<file path="config.mk">
export PLATFORM = sky130hd
export DESIGN_NAME = noc_inject_arbiter
export DESIGN_NICKNAME = d
export VERILOG_FILES = /design/src/rtl/noc_inject_arbiter_pkg.sv /design/src/rtl/noc_inject_arbiter_rr.sv /design/src/rtl/noc_inject_arbiter.sv
export SDC_FILE = /design/constraint.sdc
export NUM_CORES = 1
export LEC_CHECK = 0
export ABC_AREA = 0
export ABC_CLOCK_PERIOD_IN_PS = 5200
export BUFFER_PORTS_ARGS = -buffer_cell sky130_fd_sc_hd__buf_2
export CAP_MARGIN = 30
export CORE_AREA = 3 3 108 110
export DETAILED_ROUTE_END_ITERATION = 8
export DIE_AREA = 0 0 111 113
export GPL_TIMING_DRIVEN = 0
export PLACE_DENSITY = 0.79
export SLEW_MARGIN = 20
export SYNTH_ARGS = -nofsm -noshare
export SYNTH_HDL_FRONTEND = slang
export SYNTH_SLANG_ARGS = --single-unit
</file>
<file path="constraint.sdc">
create_clock -name clk -period 5.2 [get_ports clk]
set_clock_uncertainty 0.2 [all_clocks]
set_input_delay 0.26 -clock clk [delete_from_list [all_inputs] [get_ports clk]]
set_output_delay 0.26 -clock clk [all_outputs]
set_load 0.01 [all_outputs]
</file>
<file path="src/rtl/noc_inject_arbiter_pkg.sv">
// Shared types, flit-format constants and header construction for the NoC injection arbiter.
package noc_inject_arbiter_pkg;

    localparam int NOC_FLIT_SIZE  = 34;
    localparam int PREAMBLE_WIDTH = 2;
    localparam int YX_WIDTH       = 3;
    localparam int MSG_TYPE_WIDTH = 5;
    localparam int RESERVED_WIDTH = 8;
    localparam int ROUTING_WIDTH  = 5;
    localparam int PAYLOAD_WIDTH  = NOC_FLIT_SIZE - PREAMBLE_WIDTH;
    localparam int LEN_MAX_W      = 8;

    typedef logic [NOC_FLIT_SIZE-1:0]  noc_flit_t;
    typedef logic [PREAMBLE_WIDTH-1:0] noc_preamble_t;

    localparam noc_preamble_t PREAMBLE_HEADER = 2'b10;
    localparam noc_preamble_t PREAMBLE_TAIL   = 2'b01;
    localparam noc_preamble_t PREAMBLE_BODY   = 2'b00;
    localparam noc_preamble_t PREAMBLE_1FLIT  = 2'b11;

    // Header field positions, MSB first below the preamble; two spare bits sit above routing.
    localparam int ORIG_Y_LSB   = 29;
    localparam int ORIG_X_LSB   = 26;
    localparam int DST_Y_LSB    = 23;
    localparam int DST_X_LSB    = 20;
    localparam int MSG_TYPE_LSB = 15;
    localparam int RESERVED_LSB = 7;

    typedef enum logic [1:0] {
        IDLE,
        HEADER,
        PAYLOAD
    } inj_state_t;

    typedef struct packed {
        logic [YX_WIDTH-1:0]       dst_y;
        logic [YX_WIDTH-1:0]       dst_x;
        logic [MSG_TYPE_WIDTH-1:0] msg_type;
        logic [RESERVED_WIDTH-1:0] reserved;
        logic [LEN_MAX_W-1:0]      len;
    } noc_inj_req_t;

    function automatic noc_preamble_t get_preamble(input noc_flit_t flit);
        return flit[NOC_FLIT_SIZE-1 -: PREAMBLE_WIDTH];
    endfunction

    // Routing bits: [4]=local [3]=east [2]=west [1]=south [0]=north, masked toward the destination.
    function automatic noc_flit_t create_header(
        input logic [YX_WIDTH-1:0]       local_y,
        input logic [YX_WIDTH-1:0]       local_x,
        input logic [YX_WIDTH-1:0]       remote_y,
        input logic [YX_WIDTH-1:0]       remote_x,
        input logic [MSG_TYPE_WIDTH-1:0] msg_type,
        input logic [RESERVED_WIDTH-1:0] reserved
    );
        noc_flit_t                h;
        logic [ROUTING_WIDTH-1:0] go_left;
        logic [ROUTING_WIDTH-1:0] go_right;
        logic [ROUTING_WIDTH-1:0] route;
        h = '0;
        h[NOC_FLIT_SIZE-1 -: PREAMBLE_WIDTH]           = PREAMBLE_HEADER;
        h[ORIG_Y_LSB   +: YX_WIDTH]                    = local_y;
        h[ORIG_X_LSB   +: YX_WIDTH]                    = local_x;
        h[DST_Y_LSB    +: YX_WIDTH]                    = remote_y;
        h[DST_X_LSB    +: YX_WIDTH]                    = remote_x;
        h[MSG_TYPE_LSB +: MSG_TYPE_WIDTH]              = msg_type;
        h[RESERVED_LSB +: RESERVED_WIDTH]              = reserved;
        go_right = (local_x < remote_x) ? 5'b01000 : 5'b10111;
        go_left  = (local_x > remote_x) ? 5'b00100 : 5'b11011;
        route    = (local_y < remote_y) ? 5'b01110 : 5'b01101;
        route    = route & go_left & go_right;
        if (local_y == remote_y && local_x == remote_x)
            route = 5'b10000;
        h[ROUTING_WIDTH-1:0] = route;
        return h;
    endfunction

endpackage

</file>
<file path="src/rtl/noc_inject_arbiter_rr.sv">
// Combinational round-robin picker: first asserted request at or after ptr, wrapping modulo NREQ.
module rr_arbiter #(
    parameter  int NREQ  = 4,
    localparam int IDX_W = $clog2(NREQ)
) (
    input  logic [NREQ-1:0]  req,
    input  logic [IDX_W-1:0] ptr,
    output logic [NREQ-1:0]  grant,
    output logic [IDX_W-1:0] grant_idx,
    output logic             grant_any
);

    int j;

    // Scan from the farthest candidate to the nearest so the nearest match wins.
    always_comb begin
        grant     = '0;
        grant_idx = '0;
        grant_any = 1'b0;
        j         = 0;
        for (int i = NREQ - 1; i >= 0; i--) begin
            j = int'(ptr) + i;
            if (j >= NREQ)
                j = j - NREQ;
            if (req[j]) begin
                grant_idx = IDX_W'(j);
                grant_any = 1'b1;
            end
        end
        if (grant_any)
            grant[grant_idx] = 1'b1;
    end

endmodule

</file>
<file path="src/rtl/noc_inject_arbiter.sv">
// Packet-granular round-robin sharing of one NoC injection port among NREQ requesters.
// Optional per-requester packet counters are enabled with NOC_INJ_PKT_CNT_EN.
//
// state   | meaning
// IDLE    | no packet in flight; arbitrate and accept header fields
// HEADER  | header flit presented, waiting for router accept
// PAYLOAD | forwarding granted requester's payload flits until tail
module noc_inject_arbiter
    import noc_inject_arbiter_pkg::*;
#(
    parameter  int NREQ  = 4,
    parameter  int LEN_W = 4,
    localparam int IDX_W = $clog2(NREQ)
) (
    input  logic                                  clk,
    input  logic                                  rst,
    input  logic [YX_WIDTH-1:0]                   local_y,
    input  logic [YX_WIDTH-1:0]                   local_x,
    input  logic [NREQ-1:0]                       req_valid,
    output logic [NREQ-1:0]                       req_ready,
    input  logic [NREQ-1:0][YX_WIDTH-1:0]         req_dst_y,
    input  logic [NREQ-1:0][YX_WIDTH-1:0]         req_dst_x,
    input  logic [NREQ-1:0][MSG_TYPE_WIDTH-1:0]   req_msg_type,
    input  logic [NREQ-1:0][RESERVED_WIDTH-1:0]   req_reserved,
    input  logic [NREQ-1:0][LEN_W-1:0]            req_len,
    input  logic [NREQ-1:0]                       pld_valid,
    input  logic [NREQ-1:0][PAYLOAD_WIDTH-1:0]    pld_data,
    output logic [NREQ-1:0]                       pld_ready,
    output logic                                  noc_out_valid,
    output logic [NOC_FLIT_SIZE-1:0]              noc_out_data,
    input  logic                                  noc_out_ready,
    output logic                                  busy,
    output logic [IDX_W-1:0]                      grant_id
`ifdef NOC_INJ_PKT_CNT_EN
    ,
    output logic [NREQ-1:0][15:0]                 pkt_cnt
`endif
);

    inj_state_t            state;
    logic [IDX_W-1:0]      rr_ptr;
    logic [IDX_W-1:0]      grant_q;
    noc_inj_req_t          req_q;
    logic [YX_WIDTH-1:0]   loc_y_q;
    logic [YX_WIDTH-1:0]   loc_x_q;
    logic [LEN_W-1:0]      rem;
    logic [NREQ-1:0]       arb_grant;
    logic [IDX_W-1:0]      arb_idx;
    logic                  arb_any;
    logic                  hdr_1flit;
    logic                  rem_last;
    noc_flit_t             hdr_flit;

    rr_arbiter #(.NREQ(NREQ)) u_rr_arbiter (
        .req       (req_valid),
        .ptr       (rr_ptr),
        .grant     (arb_grant),
        .grant_idx (arb_idx),
        .grant_any (arb_any)
    );

    assign hdr_1flit = (req_q.len == '0);
    assign rem_last  = (rem == LEN_W'(1));
    assign busy      = (state != IDLE);
    assign grant_id  = grant_q;

    always_comb begin
        hdr_flit = create_header(loc_y_q, loc_x_q, req_q.dst_y, req_q.dst_x,
                                 req_q.msg_type, req_q.reserved);
        if (hdr_1flit)
            hdr_flit[NOC_FLIT_SIZE-1 -: PREAMBLE_WIDTH] = PREAMBLE_1FLIT;
    end

    // req_ready is also held low while reset is asserted so every output reads 0.
    always_comb begin
        req_ready     = '0;
        pld_ready     = '0;
        noc_out_valid = 1'b0;
        noc_out_data  = '0;
        case (state)
            IDLE: begin
                if (rst)
                    req_ready = arb_grant;
            end
            HEADER: begin
                noc_out_valid = 1'b1;
                noc_out_data  = hdr_flit;
            end
            PAYLOAD: begin
                noc_out_valid      = pld_valid[grant_q];
                pld_ready[grant_q] = noc_out_ready;
                noc_out_data       = {rem_last ? PREAMBLE_TAIL : PREAMBLE_BODY, pld_data[grant_q]};
            end
            default: ;
        endcase
    end

    always_ff @(posedge clk or negedge rst) begin
        if (!rst) begin
            state   <= IDLE;
            rr_ptr  <= '0;
            grant_q <= '0;
            req_q   <= '0;
            loc_y_q <= '0;
            loc_x_q <= '0;
            rem     <= '0;
        end else begin
            case (state)
                IDLE: begin
                    if (arb_any) begin
                        grant_q        <= arb_idx;
                        rr_ptr         <= (arb_idx == IDX_W'(NREQ - 1)) ? '0 : arb_idx + 1'b1;
                        req_q.dst_y    <= req_dst_y[arb_idx];
                        req_q.dst_x    <= req_dst_x[arb_idx];
                        req_q.msg_type <= req_msg_type[arb_idx];
                        req_q.reserved <= req_reserved[arb_idx];
                        req_q.len      <= LEN_MAX_W'(req_len[arb_idx]);
                        loc_y_q        <= local_y;
                        loc_x_q        <= local_x;
                        state          <= HEADER;
                    end
                end
                HEADER: begin
                    if (noc_out_ready) begin
                        if (hdr_1flit) begin
                            state <= IDLE;
                        end else begin
                            rem   <= req_q.len[LEN_W-1:0];
                            state <= PAYLOAD;
                        end
                    end
                end
                PAYLOAD: begin
                    if (pld_valid[grant_q] && noc_out_ready) begin
                        rem <= rem - 1'b1;
                        if (rem_last)
                            state <= IDLE;
                    end
                end
                default: state <= IDLE;
            endcase
        end
    end

`ifdef NOC_INJ_PKT_CNT_EN
    logic pkt_done;

    assign pkt_done = noc_out_ready &&
                      ((state == HEADER && hdr_1flit) ||
                       (state == PAYLOAD && pld_valid[grant_q] && rem_last));

    always_ff @(posedge clk or negedge rst) begin
        if (!rst)
            pkt_cnt <= '0;
        else if (pkt_done)
            pkt_cnt[grant_q] <= pkt_cnt[grant_q] + 16'd1;
    end
`endif

endmodule
</file>
**Word-level counts from Yosys, hierarchy flattened**

Cells that the tools add are included.
Widths: inputs -> output; s select.

- Add/sub/neg operators: 9
- Order comparisons: 15
- Eq/ne operators: 11
- Muxes and demuxes: 65
- Bitwise operators: 3
- Reductions and logical operators: 11

Operator list:

| kind | number |
|---|---|
| $mux 32 | 5 |
| $lt 32x4->1 const B | 4 |
| $ge 32x4->1 const B | 3 |
| $sub 32x4->32 const B | 3 |
| $pmux 34 s2 | 1 |
| $bmux 32 s2 | 1 |
| $mux 4 | 8 |
| $mux 2 | 11 |
| $mux 5 | 4 |
| $mux 1 | 17 |
| $bmux 8 s2 | 1 |
| $bmux 3 s2 | 2 |
| $bmux 1 s2 | 5 |
| $bmux 5 s2 | 1 |
| $ne 2x2->1 const B | 5 |
| $bmux 4 s2 | 1 |
| $logic_not 8->1 | 1 |
| $mux 8 | 1 |
| $pmux 4 s2 | 1 |
| $reduce_and 4->1 | 2 |
| $add 2x2->3 const B | 2 |
| $eq 3x3->1 | 2 |
| $lt 2x3->1 const B | 2 |
| $lt 3x3->1 | 2 |
| 21 further kinds | 29 |

- Flip-flop bits (word level): 39
- Bits of input ports: 237
- Output and inout port bits: 46

**Logic depth before layout (Yosys ltp)**

Gate-level depths: netlist of the first run.

- Word-level depth: 17
- Mapped depth: 7
- Gate-level depth less buffers: 7

**By module**

A second synthesis of the first run with hierarchy kept.

- Cell total of the unflattened synthesis: 314
- Area, all modules: 3871.2 um^2

By module, submodules not included:

| module | instances | cells each | area each (um^2) |
|---|---|---|---|
| noc_inject_arbiter | 1 | 281 | 3659.8 |
| rr_arbiter | 1 | 33 | 211.5 |

**Worst setup path after synthesis of the first run**

Ideal clock, no wire load.

- Path type: register to output
- Start point: register grant_q[0], in the netlist grant_id[0]
- End point: output port noc_out_data[10]
- Arrival time: 1592 ps
- Data required time: 4740 ps
- Slack: 3148 ps
- Stages on the path, launching flop included: 5
- Path through: dfrtp_1 -> buf_6 -> buf_2 -> mux4_2 -> a22o_1

- Cells in the longest elaborated chain, start to end: 3

RTL lines:

| item | line | RTL |
|---|---|---|
| start: declaration | noc_inject_arbiter.sv:42 | `logic [IDX_W-1:0] grant_q;` |
| start signal: assignment | noc_inject_arbiter.sv:111 | `grant_q <= arb_idx;` |
| $bmux 32 s2 | noc_inject_arbiter.sv:92 | `noc_out_data = {rem_last ? PREAMBLE_TAIL : PREAMBLE_BODY, pld_data[grant_q]};` |
| $mux 32 (not written as such) | noc_inject_arbiter.sv:92 |  |
| $pmux 34 s2 | noc_inject_arbiter.sv:80 | `case (state)` |
| end: declaration | noc_inject_arbiter.sv:30 | `output logic [NOC_FLIT_SIZE-1:0] noc_out_data,` |

No other way between the ends. The select of a mux whose other input is x is not followed.

**Final worst setup path of the first run**

- Start point: register state[0]
- End point: output port noc_out_data[19]

- Cells in the longest elaborated chain, start to end: 2
- Elaborated cells between the ends (all ways): 3
- Classes of those cells: eq/ne (2); mux (1)

RTL lines:

| item | line | RTL |
|---|---|---|
| start: declaration | noc_inject_arbiter.sv:40 | `inj_state_t state;` |
| start signal: assignment | noc_inject_arbiter.sv:100 | `state <= IDLE;` |
| start signal: assignment | noc_inject_arbiter.sv:120 | `state <= HEADER;` |
| start signal: assignment | noc_inject_arbiter.sv:126 | `state <= IDLE;` |
| $eq 2x2->1 / $eq 2x1->1 (equally long branches) | noc_inject_arbiter.sv:80 |  |
| $pmux 34 s2 * | noc_inject_arbiter.sv:80 |  |

Mark *: on every way between the ends. The rest lies on a longest branch, timed or not.

==> impl_metrics.csv, run 1 <==
group,metric,value,unit
run_status,status,"finished, final reports clean",
place,dpl.hpwl,13400,um
layout,nets,915,
flow_run,maxCapViolations,0,
clock_tree,cts_tree,"yes",
synth,ys.flop_type,"dfrtp_1",
synth,yosysSeqAreaShare,25.8,%
synth,synth-edff-count,0,
place,pre_cts_slack,2.62,ns
synth,netlist_area,3790,um^2
clock_tree,clkSinkCount,39,
synth,yosysWarnings,0,
layout,fillers,1020,
timing,final.min_clock_period,2.88,ns
synth,yosys.area.top_type,"dfrtp_1",
global_routing,grt_first_pass_wirelength,24300,um
min_path,worstHoldPathType,"in -> reg",
clock_tree,postCtsHoldBufs,6,
timing,worstMarginPinSlew,0.633,ns
clock_tree,post_cts_buffers,0,
global_routing,grt.total_usage,24.6,%
synth,synth-compound-area-share,16.8,%
critical_path,critical_path_required,4.74,ns
synth,synth_common_cells,"63 x nand2_1, 47 x mux2i_1, 39 x dfrtp_1",
global_routing,grt_max_degree,44,
detailed_routing,routedWlPerCell,20.1,um
timing,grt_setup_unrepaired,"false",
synth,synth.area.mux_share,32.8,%
die,die_w,111,um
clock_tree,clkTransAtPathRegs,0.08,ns
critical_path,cp.arrival,2.42,ns
synth,netlist.area_leader.share,25.8,%
timing,setup_tns,0,ns
timing,hold_viol_final,0,
critical_path,crit_fanout,10,
detailed_routing,firstDrtPassIters,5,
clock_tree,cts_resized,0,
detailed_routing,wl,16100,um
synth,syn_avg_cell_area,10.3,um^2
timing,fin_ws,2.32,ns
global_routing,grt_pass1_vias,4773,
die,num_rows,38,
layout,area_delta_synth_final,46.1,%
timing,setup_violations,0,
critical_path,critPathKind,"reg -> out",
synth,synth_cell_types,50,
timing,fin_crit_sh,55.4,%
synth,synth_top_family_by_area,"multiplexers",
place,io_buffers,282,
detailed_routing,drc,0,
power,p_per_area,492,nW/um^2
detailed_routing,drtIter0Drc,251,
critical_path,endpoint_kind,"output port",
clock_tree,clk_latency,0.29,ns
die,die_h,113,um
timing,fmax,0.347,GHz
clock_tree,clockRootBuffer,"clkbuf_8",
timing,relSlewSlack,57.8,%
detailed_routing,vias,4424,
global_routing,antenna_found_initial,0,
synth,synthMostInstantiatedCell,"nand2_1",
synth,synthCells,367,
die,start_util,35.1,%
clock_tree,cts_buffers,5,
detailed_routing,vias_per_cell,5.51,
die,ios,283,
power,leakage,2.96,nW
synth,synth.area.top_cells,"dfrtp_1 26%, mux4_2 18%, mux2i_1 12%",
critical_path,startpoint_type,"register",
global_routing,grt-ovfl-total,0,
timing,slew_violations,0,
die,fp.coreArea,10800,um^2
layout,n_antenna_cell,0,
synth,synth-seq-cells,39,
synth,yosys.area_share.simple,13.5,%
synth,synth_fa_ha_area_share,5.29,%
power,peakVddDrop,208,uV
synth,synth_nets,620,
clock_tree,h-tree-depth,2,
die,die_area,12500,um^2
clock_tree,clockBufferDepth,2,
synth,synth_xor_area_share,0,%
timing,fin_hold_ws,0.00901,ns
synth,synthArstFlopShare,100,%
layout,drive_above_1_share,52.3,%
detailed_routing,ant_nets,0,
place,routabilityCongestion,0.940,
registers in the layout, summed over array words and instances (netlist names):
signal    flops
state         2
grant_id      2
loc_y_q       3
rem           4
loc_x_q       3
req_q         4
rr_ptr        2
hdr_flit     19
cell type report:
class                      instances  area (um^2)  share of cell area (%)
multi-input combinational        284         2590                    46.9
timing repair buffer             288         1470                    26.7
sequential                        39          976                    17.6
tap                              140          175                    3.17
buffer                            27          150                    2.71
clock buffer                       7         86.3                    1.56
inverter                          17         68.8                    1.24
clock inverter                     1         8.76                   0.158
worst paths after layout:
path / start / endpoint / slack (ns) / cells past startpoint
min in group asynchronous: rst / loc_y_q[0] / 0.31 / 2
worst min-delay path: local_x[0] / loc_x_q[0] / 0.009 / 3
worst max register to register: rr_ptr[0] / hdr_flit[21] / 2.94 / 7
max in group asynchronous: rst / hdr_flit[21] / 4.11 / 2
worst min register to register: hdr_flit[24] / hdr_flit[24] / 0.30 / 2
worst max-delay path: state[0] / noc_out_data[19] / 2.32 / 7
worst max-delay path: stages, from the launching register on:
cell	delay [ns]
dfrtp_1	0.41
inv_1	0.10
ha_1	0.30
and2_1	0.17
clkbuf_1	0.32
clkbuf_1	0.42
a22o_1	0.24
buf_2	0.15
layer usage:
metal	share of wire [%]	up-vias	global-route usage [%]
met4	3.2	0	9.44
met1	37	2113	28.5
met2	51	267	43.9
met5	0	-	0
met3	8.9	41	6.04
li1	-	2003	-
cell usage in the layout (no fill, tap or decap), types with 3 or more instances in the layout:
master / instances
ha_1: 16
dlygate4sd3_1: 6
o31ai_1: 3
mux2i_1: 47
o21ai_0: 16
o211ai_1: 3
buf_6: 5
dfrtp_1: 39
nor3_1: 3
inv_1: 15
nor2_1: 5
o221ai_1: 22
and2_1: 5
a21oi_1: 3
nand2_1: 63
mux4_2: 31
clkbuf_1: 13
nor2b_1: 4
nand3_1: 9
clkbuf_8: 6
and3_1: 4
buf_2: 290
a22o_1: 19
where the power goes:
part	total, W	internal, W	switching, W
clock	0.000219	0.000109	0.000111
combinational	0.00192	0.000847	0.00107
sequential	0.000580	0.000457	0.000124
kinds of logic after synthesis:
family                   count (synthesis)
AND/OR/NAND/NOR                        107
multiplexers                            81
AO/OA/AOI/OAI                           80
buffers and inverters                   44
flip-flops                              39
adder cells (fa/ha/maj)                 16
through the flow:
stage	cells	instance area (um^2)	utilization (%)	power, W
CTS	803	5530	51.2	0.00273
global placement	789	5370	49.8	0.00243
detailed placement	789	5370	49.8	0.00250
global route	803	5530	51.2	0.00292
finish	803	5530	51.2	0.00272
floorplan	367	3790	-	0.00184
Power figures use the tool's default switching activity.
==> run 2, diff against run 1 <==
--- a/config.mk
+++ b/config.mk
@@ -6,14 +6,14 @@
 export NUM_CORES = 1
 export LEC_CHECK = 0
 export ABC_AREA = 0
-export ABC_CLOCK_PERIOD_IN_PS = 5200
+export ABC_CLOCK_PERIOD_IN_PS = 2530
 export BUFFER_PORTS_ARGS = -buffer_cell sky130_fd_sc_hd__buf_2
 export CAP_MARGIN = 30
-export CORE_AREA = 3 3 108 110
+export CORE_AREA = 3 3 109 111
 export DETAILED_ROUTE_END_ITERATION = 8
-export DIE_AREA = 0 0 111 113
+export DIE_AREA = 0 0 112 114
 export GPL_TIMING_DRIVEN = 0
-export PLACE_DENSITY = 0.79
+export PLACE_DENSITY = 0.8
 export SLEW_MARGIN = 20
 export SYNTH_ARGS = -nofsm -noshare
 export SYNTH_HDL_FRONTEND = slang
==> constraint.sdc (replaced) <==
create_clock -name clk -period 2.53 [get_ports clk]
set_clock_uncertainty 0.2 [all_clocks]
set_input_delay 0.1265 -clock clk [delete_from_list [all_inputs] [get_ports clk]]
set_output_delay 0.1265 -clock clk [all_outputs]
set_load 0.01 [all_outputs]
==> run 2 against run 1 <==
Core utilization grew 7.1 points. Critical path depth decreased by 2. Via count grew 11%. Count of clock-buffer cells in the layout down 2. Largest power group unchanged. Sequential share of layout area shrank 2.3 points. Non-clock buffer count grew 76.
==> impl_metrics.csv, run 2 (same netlist as run 1, synthesis figures left out) <==
group,metric,value,unit
clock_tree,clkTransAtPathRegs,0.08,ns
layout,drive_above_1_share,48.6,%
clock_tree,cts_tree,"yes",
detailed_routing,vias,4891,
critical_path,cp_top_family,"buffers and inverters",
critical_path,cp_cell_sequence,"buf_6 > buf_4 > mux4_2 > a22o_1 > buf_2",
critical_path,path_buf_inv,3,
layout,nets,991,
place,place_area,5390,um^2
detailed_routing,routedWlPerCell,21.4,um
power,p_per_area,925,nW/um^2
min_path,whs_path_depth,3,
place,io_buffers,282,
detailed_routing,firstDrtPassIters,5,
place,routabilityCongestion,0.902,
flow_run,maxCapViolations,0,
clock_tree,cts_buffers,5,
power,swShare,47.4,%
critical_path,critical_path_required,2.20,ns
die,num_rows,38,
power,pwr-share-seq,20.3,%
layout,largest_reg_flops,19,
critical_path,reg2reg_depth,7,
critical_path,startpoint_type,"register",
critical_path,crit_cells,5,
critical_path,crit_fanout,10,
timing,worstMarginPinSlew,0.648,ns
clock_tree,clockRootBuffer,"clkbuf_8",
global_routing,grt-ovfl-total,0,
power,power_frac_comb,70.8,%
die,fp.coreArea,10900,um^2
die,die_w,112,um
timing,final.min_clock_period,2.40,ns
detailed_routing,wl,18900,um
global_routing,grt_max_degree,28,
critical_path,critPathKind,"reg -> out",
layout,area_delta_synth_final,67.7,%
detailed_routing,vias_per_cell,5.55,
global_routing,antenna_found_initial,3,
timing,relSlewSlack,56.8,%
clock_tree,clkSinkCount,39,
die,ios,283,
timing,setup_tns,0,ns
critical_path,endpoint_kind,"output port",
clock_tree,clk_latency,0.29,ns
run_status,status,"finished, final reports clean",
timing,grt_setup_unrepaired,"false",
critical_path,cp.arrival,2.07,ns
detailed_routing,drtIter0Drc,372,
die,start_util,34.8,%
die,die_area,12800,um^2
power,p_clk_share,8.9,%
critical_path,slowest_stage,"mux4_2",
power,p_int,0.00309,W
timing,fin_crit_sh,94.7,%
die,die_h,114,um
clock_tree,clockBufferDepth,2,
layout,most-common-layout-cells,"289 x buf_2, 82 x dlygate4sd3_1, 62 x nand2_1",
timing,fmax,0.417,GHz
layout,layout_commonest_cell,"buf_2",
clock_tree,h-tree-depth,2,
global_routing,grt_pass1_vias,5250,
critical_path,slowest_delay,0.53,ns
place,dpl.hpwl,13600,um
timing,setup_violations,0,
detailed_routing,ant_nets,0,
power,p_sw,0.00278,W
global_routing,grt.total_usage,28.4,%
timing,hold_viol_final,0,
min_path,worstHoldPathType,"in -> reg",
power,peakVddDrop,361,uV
power,leakage,3.31,nW
global_routing,grt_first_pass_wirelength,28200,um
layout,stdcell_area,6350,um^2
detailed_routing,drc,0,
timing,slew_violations,0,
[run 2: cell types whose count changed in the layout (fill, tap and decap cells not counted), sizes merged]
cell | previous run | this run
clkbuf | 19 | 18
dlygate4sd3 | 6 | 82
bufinv | 0 | 1
clkinv | 1 | 0
buf | 297 | 296
diode | 0 | 4
clkinvlp | 0 | 1
[run 2: power by group through the flow]
stage,Sequential (W),Clock [W],Combinational (W)
final,0.00119,0.000521,0.00416
after global routing,0.00122,0.000563,0.00450
after CTS,0.00118,0.000533,0.00408
after detailed placement,0.00118,0,0.00393
after floorplan,0.00110,0,0.00269
after global placement,0.00118,0,0.00386
[run 2: timing repair]
| action | 4_1_cts | 5_1_grt |
|---|---|---|
| hold buffers | 82 | 0 |
| gates resized for setup | 9 | 6 |
| buffers inserted | 0 | 0 |
| setup endpoints to repair | 33 | 27 |
| hold endpoints to repair | 68 | 0 |
| pin swaps | 0 | 0 |
[run 2: worst register-to-register path, delay by kind of cell (launching register included)]
family / cells / cell delay, ns
buffers and inverters: 2 / 0.72
DFF: 1 / 0.40
AOI/OAI and AO/OA: 2 / 0.37
and+or+nand+nor: 2 / 0.36
muxes: 1 / 0.22
[run 2: metal layers]
metal  wire, um  vias up  GRT usage (%)
met4        770        2           12.8
met5          7        -              0
met1       7190     2307           33.9
li1           -     2158              -
met3       1650       70           7.32
met2       9240      354           48.1
[run 2: metrics by stage]
stage                     worst slack, ns  power (W)  hold slack (ns)  std cells  util [%]
after CTS                          0.0325    0.00579         0.000656        878      58.1
after global placement             0.0583    0.00504            0.119        789      49.3
final                               0.133    0.00588          0.00652        882      58.3
after detailed placement           0.0311    0.00512          -0.0921        790      49.5
after floorplan                     0.612    0.00379           -0.369        367         -
after global routing              0.00264    0.00629          0.00774        880      58.3
[run 2: path summary, 6_finish.rpt]
kind / startpoint / end / slack, ns
worst min register to register: hdr_flit[25] / hdr_flit[25] / 0.30
worst min-delay path: req_msg_type[12] / hdr_flit[17] / 0.007
worst max register to register: rr_ptr[0] / hdr_flit[23] / 0.13
max in group asynchronous: rst / hdr_flit[17] / 1.46
min in group asynchronous: rst / loc_y_q[0] / 0.14
worst max-delay path: grant_id[0] / noc_out_data[19] / 0.13
[run 2: cell type report]
class	instances	area, um^2
antenna	4	10.0
clock buffer	5	68.8
tap	140	175
sequential	39	976
timing repair buffer	365	2250
inverter	17	68.8
fill	926	4540
multi-input combinational	284	2600
buffer	26	164
clock inverter	2	37.5
